### config.mk
export PLATFORM = sky130hd
export DESIGN_NAME = reg_file
export DESIGN_NICKNAME = d
export VERILOG_FILES = /design/src/rtl/reg_file.sv
export SDC_FILE = /design/constraint.sdc
export NUM_CORES = 1
export LEC_CHECK = 0
export ABC_AREA = 1
export BUFFER_PORTS_ARGS = -buffer_cell sky130_fd_sc_hd__buf_2
export CORE_MARGIN = 1.5
export CORE_UTILIZATION = 40
export DETAILED_ROUTE_END_ITERATION = 8
export GPL_TIMING_DRIVEN = 0
export PLACE_DENSITY = 0.6
export SYNTH_ARGS = -nofsm -noshare
export SYNTH_HDL_FRONTEND = slang
export SYNTH_SLANG_ARGS = --single-unit
export TNS_END_PERCENT = 5
### constraint.sdc
create_clock -name clk -period 4.27 [get_ports clk]
set_input_delay 0.2135 -clock clk [delete_from_list [all_inputs] [get_ports clk]]
set_output_delay 0.2135 -clock clk [all_outputs]
set_load 0.02 [all_outputs]
### src/rtl/reg_file.sv
`default_nettype none
// ============================================================================
// Module      : reg_file
// Description : Multi-entry operand register file for the 16-bit datapath.
//               One write port, two registered read ports with write-through
//               bypass, and a one-entry-per-cycle clear sweep.
// Ports       : clk, rst                   - clock, synchronous active-high reset
//               we, waddr, wdata           - write port
//               raddr_a/b -> rdata_a/b     - registered read ports (1-cycle latency)
//               clr                        - start a clear sweep (ignored while sweeping)
//               busy                       - high while the sweep runs
//               wr_drop                    - one-cycle pulse after a refused write
// Revision    : 1.0 - initial release
// ============================================================================
module reg_file #(
    parameter int WIDTH   = 16,
    parameter int DEPTH   = 8,
    parameter int AW      = 3,
    parameter int ZERO_R0 = 0
) (
    input  logic             clk,
    input  logic             rst,
    input  logic             we,
    input  logic [AW-1:0]    waddr,
    input  logic [WIDTH-1:0] wdata,
    input  logic [AW-1:0]    raddr_a,
    input  logic [AW-1:0]    raddr_b,
    output logic [WIDTH-1:0] rdata_a,
    output logic [WIDTH-1:0] rdata_b,
    input  logic             clr,
    output logic             busy,
    output logic             wr_drop
);

    localparam logic [0:0]    c_ST_IDLE  = 1'b0;
    localparam logic [0:0]    c_ST_SWEEP = 1'b1;
    // DEPTH may equal 2^AW, so range checks are done one bit wider.
    localparam logic [AW:0]   c_DEPTH    = (AW+1)'(DEPTH);
    localparam logic [AW-1:0] c_LAST     = AW'(DEPTH - 1);
    localparam bit            c_ZR0      = (ZERO_R0 != 0);

    logic [WIDTH-1:0] r_mem [DEPTH];
    logic [0:0]       r_state;
    logic [0:0]       w_state_nxt;
    logic [AW-1:0]    r_ptr;
    logic [WIDTH-1:0] r_rdata_a;
    logic [WIDTH-1:0] r_rdata_b;
    logic             r_wr_drop;

    logic             w_sweeping;
    logic             w_sweep_done;
    logic             w_waddr_ok;
    logic             w_wr_ok;
    logic             w_wr_refuse;
    logic [WIDTH-1:0] w_mem_a;
    logic [WIDTH-1:0] w_mem_b;
    logic [WIDTH-1:0] w_rd_a_nxt;
    logic [WIDTH-1:0] w_rd_b_nxt;

    // ------------------------------------------------------------------
    // FSM: state register
    // ------------------------------------------------------------------
    always_ff @(posedge clk) begin
        if (rst) begin
            r_state <= c_ST_IDLE;
        end else begin
            r_state <= w_state_nxt;
        end
    end

    // FSM: next state. clr during a sweep is deliberately not remembered.
    always_comb begin
        w_state_nxt = r_state;
        case (r_state)
            c_ST_IDLE:  if (clr)          w_state_nxt = c_ST_SWEEP;
            c_ST_SWEEP: if (w_sweep_done) w_state_nxt = c_ST_IDLE;
            default:                      w_state_nxt = c_ST_IDLE;
        endcase
    end

    // FSM: outputs / decodes
    always_comb begin
        w_sweeping   = (r_state == c_ST_SWEEP);
        w_sweep_done = w_sweeping && (r_ptr == c_LAST);
        busy         = w_sweeping;
    end

    // ------------------------------------------------------------------
    // Write qualification
    // ------------------------------------------------------------------
    always_comb begin
        w_waddr_ok  = ({1'b0, waddr} < c_DEPTH);
        // Entry 0 writes under ZERO_R0 are dropped silently, not refused.
        w_wr_ok     = we && !w_sweeping && w_waddr_ok && !(c_ZR0 && (waddr == '0));
        w_wr_refuse = we && (w_sweeping || !w_waddr_ok);
    end

    // Sweep pointer: held at 0 in IDLE so a new sweep always starts at entry 0.
    always_ff @(posedge clk) begin
        if (rst || !w_sweeping || w_sweep_done) begin
            r_ptr <= '0;
        end else begin
            r_ptr <= r_ptr + 1'b1;
        end
    end

    // Storage. A write and a sweep clear never coincide: writes are only
    // accepted in IDLE.
    always_ff @(posedge clk) begin
        if (rst) begin
            for (int i = 0; i < DEPTH; i++) begin
                r_mem[i] <= '0;
            end
        end else begin
            for (int i = 0; i < DEPTH; i++) begin
                if (w_wr_ok && (waddr == AW'(i))) begin
                    r_mem[i] <= wdata;
                end else if (w_sweeping && (r_ptr == AW'(i))) begin
                    r_mem[i] <= '0;
                end
            end
        end
    end

    // ------------------------------------------------------------------
    // Read path: array mux, then bypass/zero priority.
    // ------------------------------------------------------------------
    always_comb begin
        w_mem_a = '0;
        w_mem_b = '0;
        for (int i = 0; i < DEPTH; i++) begin
            if (raddr_a == AW'(i)) w_mem_a = r_mem[i];
            if (raddr_b == AW'(i)) w_mem_b = r_mem[i];
        end
    end

    always_comb begin
        if ({1'b0, raddr_a} >= c_DEPTH)                w_rd_a_nxt = '0;
        else if (c_ZR0 && (raddr_a == '0))             w_rd_a_nxt = '0;
        else if (w_wr_ok && (waddr == raddr_a))        w_rd_a_nxt = wdata;
        else if (w_sweeping && (r_ptr == raddr_a))     w_rd_a_nxt = '0;
        else                                           w_rd_a_nxt = w_mem_a;

        if ({1'b0, raddr_b} >= c_DEPTH)                w_rd_b_nxt = '0;
        else if (c_ZR0 && (raddr_b == '0))             w_rd_b_nxt = '0;
        else if (w_wr_ok && (waddr == raddr_b))        w_rd_b_nxt = wdata;
        else if (w_sweeping && (r_ptr == raddr_b))     w_rd_b_nxt = '0;
        else                                           w_rd_b_nxt = w_mem_b;
    end

    always_ff @(posedge clk) begin
        if (rst) begin
            r_rdata_a <= '0;
            r_rdata_b <= '0;
            r_wr_drop <= 1'b0;
        end else begin
            r_rdata_a <= w_rd_a_nxt;
            r_rdata_b <= w_rd_b_nxt;
            r_wr_drop <= w_wr_refuse;
        end
    end

    assign rdata_a = r_rdata_a;
    assign rdata_b = r_rdata_b;
    assign wr_drop = r_wr_drop;

endmodule
`default_nettype wire

==> results.py <==
metrics = {
    "synthesis": {
        "synthSimpleGateAreaFrac_pct": 32.0,
        "synth_mux_area_share_pct": 0,
        "avgSynthCellArea_um2": 8.15,
        "synth_top_area_share_pct": 46.7,
        "synth-xor-area-share_pct": 0.426,
        "yosysWarnings": 0,
        "synth_fa_ha_area_share_pct": 0.912,
        "syn_nets": 1045,
        "netlist_area_um2": 8230,
        "ys_seq_elements": 165,
        "yosys.area.top_type": "edfxtp_1",
        "synthTopCellsByArea": "edfxtp_1 (47%), nor2_1 (12%), nand2_1 (12%), dfxtp_1 (9.0%), a21oi_1 (4.1%)",
        "ys_seq_area_share_pct": 55.7,
        "ys_types": 26,
        "synthCells": 1010,
        "synth-compound-area-share_pct": 4.76,
        "synth_top_family_by_area": "simple AND/OR/NAND/NOR gates",
    },
    "cells_and_area": {
        "antennaDiodeCount": 0,
        "utilization_pct": 46.9,
        "fillers": 2001,
        "fin_cells": 1368,
        "fin_nets": 1120,
        "drive_gt1_share_pct": 12.3,
        "syn2layout_area_growth_pct": 15.2,
    },
    "clocking": {
        "path_clk_slew_ns": 0.06,
        "h-tree-depth": 4,
        "cts_buffers": 17,
        "clkLatencyLatePin_ns": 0.44,
        "post_cts_buffers": 0,
        "clock-sinks": 165,
        "cts_tree": "built",
        "clk_path_buf_depth": 2,
        "cts-root-buf": "clkbuf_16",
    },
    "min_path": {
        "min-delay-start": "wdata[9]",
        "hold_path_class": "in2reg",
        "min_to": "rdata_b[9]",
        "min_path_cells": 3,
    },
    "setup_path": {
        "worstReg2RegStart": "busy",
        "crit_fanout": 16,
        "cp_cell_sequence": "inv_2 -> nand2_1 -> nor3_1 -> nand2_1 -> clkbuf_1 -> nand3_1",
        "cp_slowest_cell": "nand3_1",
        "max_stage_delay_ns": 0.90,
        "critPathMostFrequentCell": "nand2_1",
        "r2r_setup_slack_ns": 1.14,
        "arrival_ns": 3.03,
        "worstRegToRegCells": 6,
        "start_kind": "register",
        "reg2reg_to": "r_mem[0][37]",
        "critical_path_class": "reg2reg",
        "end_kind": "register",
        "required_ns": 4.17,
    },
    "die": {
        "core_area_um2": 20200,
        "die_h_um": 146,
        "die_w_um": 146,
        "start_util_pct": 40.7,
        "num_rows": 52,
        "io_pins": 63,
        "die_area_um2": 21500,
    },
    "timing": {
        "fmax_mhz": 320,
        "setup_viol": 0,
        "tightest_slew_ns": 1.04,
        "min_period_ns": 3.13,
        "maxSlewHeadroom_pct": 30.1,
        "period_share_pct": 73.2,
        "setup_tns_ns": 0,
        "hold_violations": 0,
        "fin_ws_ns": 1.14,
        "skew_ns": 0.0105,
        "whs_ns": 0.0428,
        "rsz0062_at_grt": "false",
        "drv_slew": 0,
    },
    "grt": {
        "grt_pass1_vias": 6779,
        "overflow": 0,
        "antenna_found_initial": 0,
        "grt_usage_pct": 24.3,
        "grt_pass1_wl_um": 38400,
        "grt_max_degree": 17,
    },
    "power": {
        "power.density_nw_per_um2": 416,
        "peakVddDrop_mv": 0.282,
        "p_leak_nw": 4.09,
    },
    "route": {
        "avgViaCountPerCell": 5.31,
        "drc": 0,
        "drt_iter0_drc": 623,
        "avgRoutedWirePerCell_um": 18.6,
        "first_pass_iters": 7,
        "num_vias": 7262,
        "wirelength_um": 25400,
        "antenna_left": 0,
    },
    "run_status": {
        "status": "finished, final reports clean",
    },
    "place": {
        "pre_cts_slack_ns": 1.13,
        "io_buffers": 55,
        "gp_congestion": 0.885,
        "post-dp-hpwl_um": 18200,
        "place_inst": 1335,
    },
    "flow_run": {
        "maxCapViolCount": 0,
    },
}
[layout by cell type (no fill, tap or decap), types with 9 or more instances in the layout]
cell	n
inv_1	70
buf_2	75
clkbuf_1	14
edfxtp_1	128
a21oi_1	68
inv_2	9
clkbuf_16	21
dfxtp_1	37
nand2_1	261
nand3_1	54
nand4_1	35
nor2_1	268
[worst max-delay path: cells and delay by family, from the launching register on]
family	cells	cell delay (ns)
simple gates	4	1.48
buf+inv	2	0.65
flops	1	0.43
[layout make-up]
class | count | area [µm²] | area share, %
Sequential cell | 165 | 4580 | 48.4
Clock buffer | 25 | 551 | 5.81
Clock inverter | 7 | 75.1 | 0.792
Multi-Input combinational cell | 723 | 3140 | 33.1
Timing Repair Buffer | 56 | 285 | 3.01
Buffer | 41 | 209 | 2.20
Tap cell | 270 | 338 | 3.56
Inverter | 81 | 304 | 3.21
[sequential cells by signal (all words and copies together) (netlist names)]
name,cells
wr_drop,1
rdata_b,16
busy,1
r_mem,128
rdata_a,16
r_ptr,3
[power by group]
| part | internal, mW | switching [mW] | total [mW] |
|---|---|---|---|
| clock network | 0.964 | 0.656 | 1.62 |
| logic | 0.119 | 0.328 | 0.447 |
| registers | 1.83 | 0.0404 | 1.87 |
| total | 2.92 | 1.02 | 3.94 |
[metal layers]
layer | vias to the layer above | GRT usage [%] | part of all wire, %
li1 | 3431 | - | -
met1 | 3436 | 33.0 | 42
met2 | 348 | 39.1 | 47
met3 | 47 | 3.97 | 8.0
met4 | 0 | 8.94 | 2.6
met5 | - | 0 | 0
[timing repair]
item | in CTS | in global routing
resized for setup | 0 | 0
endpoints found under the hold margin | 1 | 0
hold buffers | 1 | 0
[cells by family (layout without fill, tap and decap cells)]
family / count (synthesis) / after routing
flops: 165 / 165
xor+xnor: 4 / 4
compound gates: 77 / 77
simple gates: 636 / 636
buf+inv: 122 / 210
fa+ha+maj: 6 / 6
[worst max-delay path by stage]
stage / startpoint / endpoint / slack, ns / cells past startpoint
finish: busy / r_mem[0][37] / 1.14 / 6
global route: busy / r_mem[0][44] / 0.95 / 6
floorplan: busy / r_mem[1][0] / 2.19 / 6
detailed placement: busy / r_mem[0][0] / 1.13 / 6
global placement: busy / r_mem[0][32] / 1.14 / 6
CTS: busy / r_mem[0][15] / 1.10 / 6
[stage by stage]
stage | instance area, µm² | power, mW
5_1_grt | 9480 | 4.05
3_3_place_gp | 8850 | 2.34
2_1_floorplan | 8230 | 2.17
3_5_place_dp | 8850 | 2.35
4_1_cts | 9480 | 3.94
6_report | 9480 | 3.94
[synth_stat cells]
cell type and number:
xnor2_1 2, nor3_2 5, nand3_1 54, edfxtp_1 128
dfxtp_1 37, clkbuf_1 11, nand3b_1 1, o22ai_1 2
nor3_4 3, nor2_1 268, inv_1 70, buf_4 8
buf_2 20, nor3_1 3, or2_2 5, nand2_2 1
nand4_1 35, buf_1 2, o21ai_0 6, ha_1 6
xor2_1 2, o2111ai_1 1, a21oi_1 68, clkinv_1 2
nand2_1 261, inv_2 9
(Power assumes the default switching activity.)
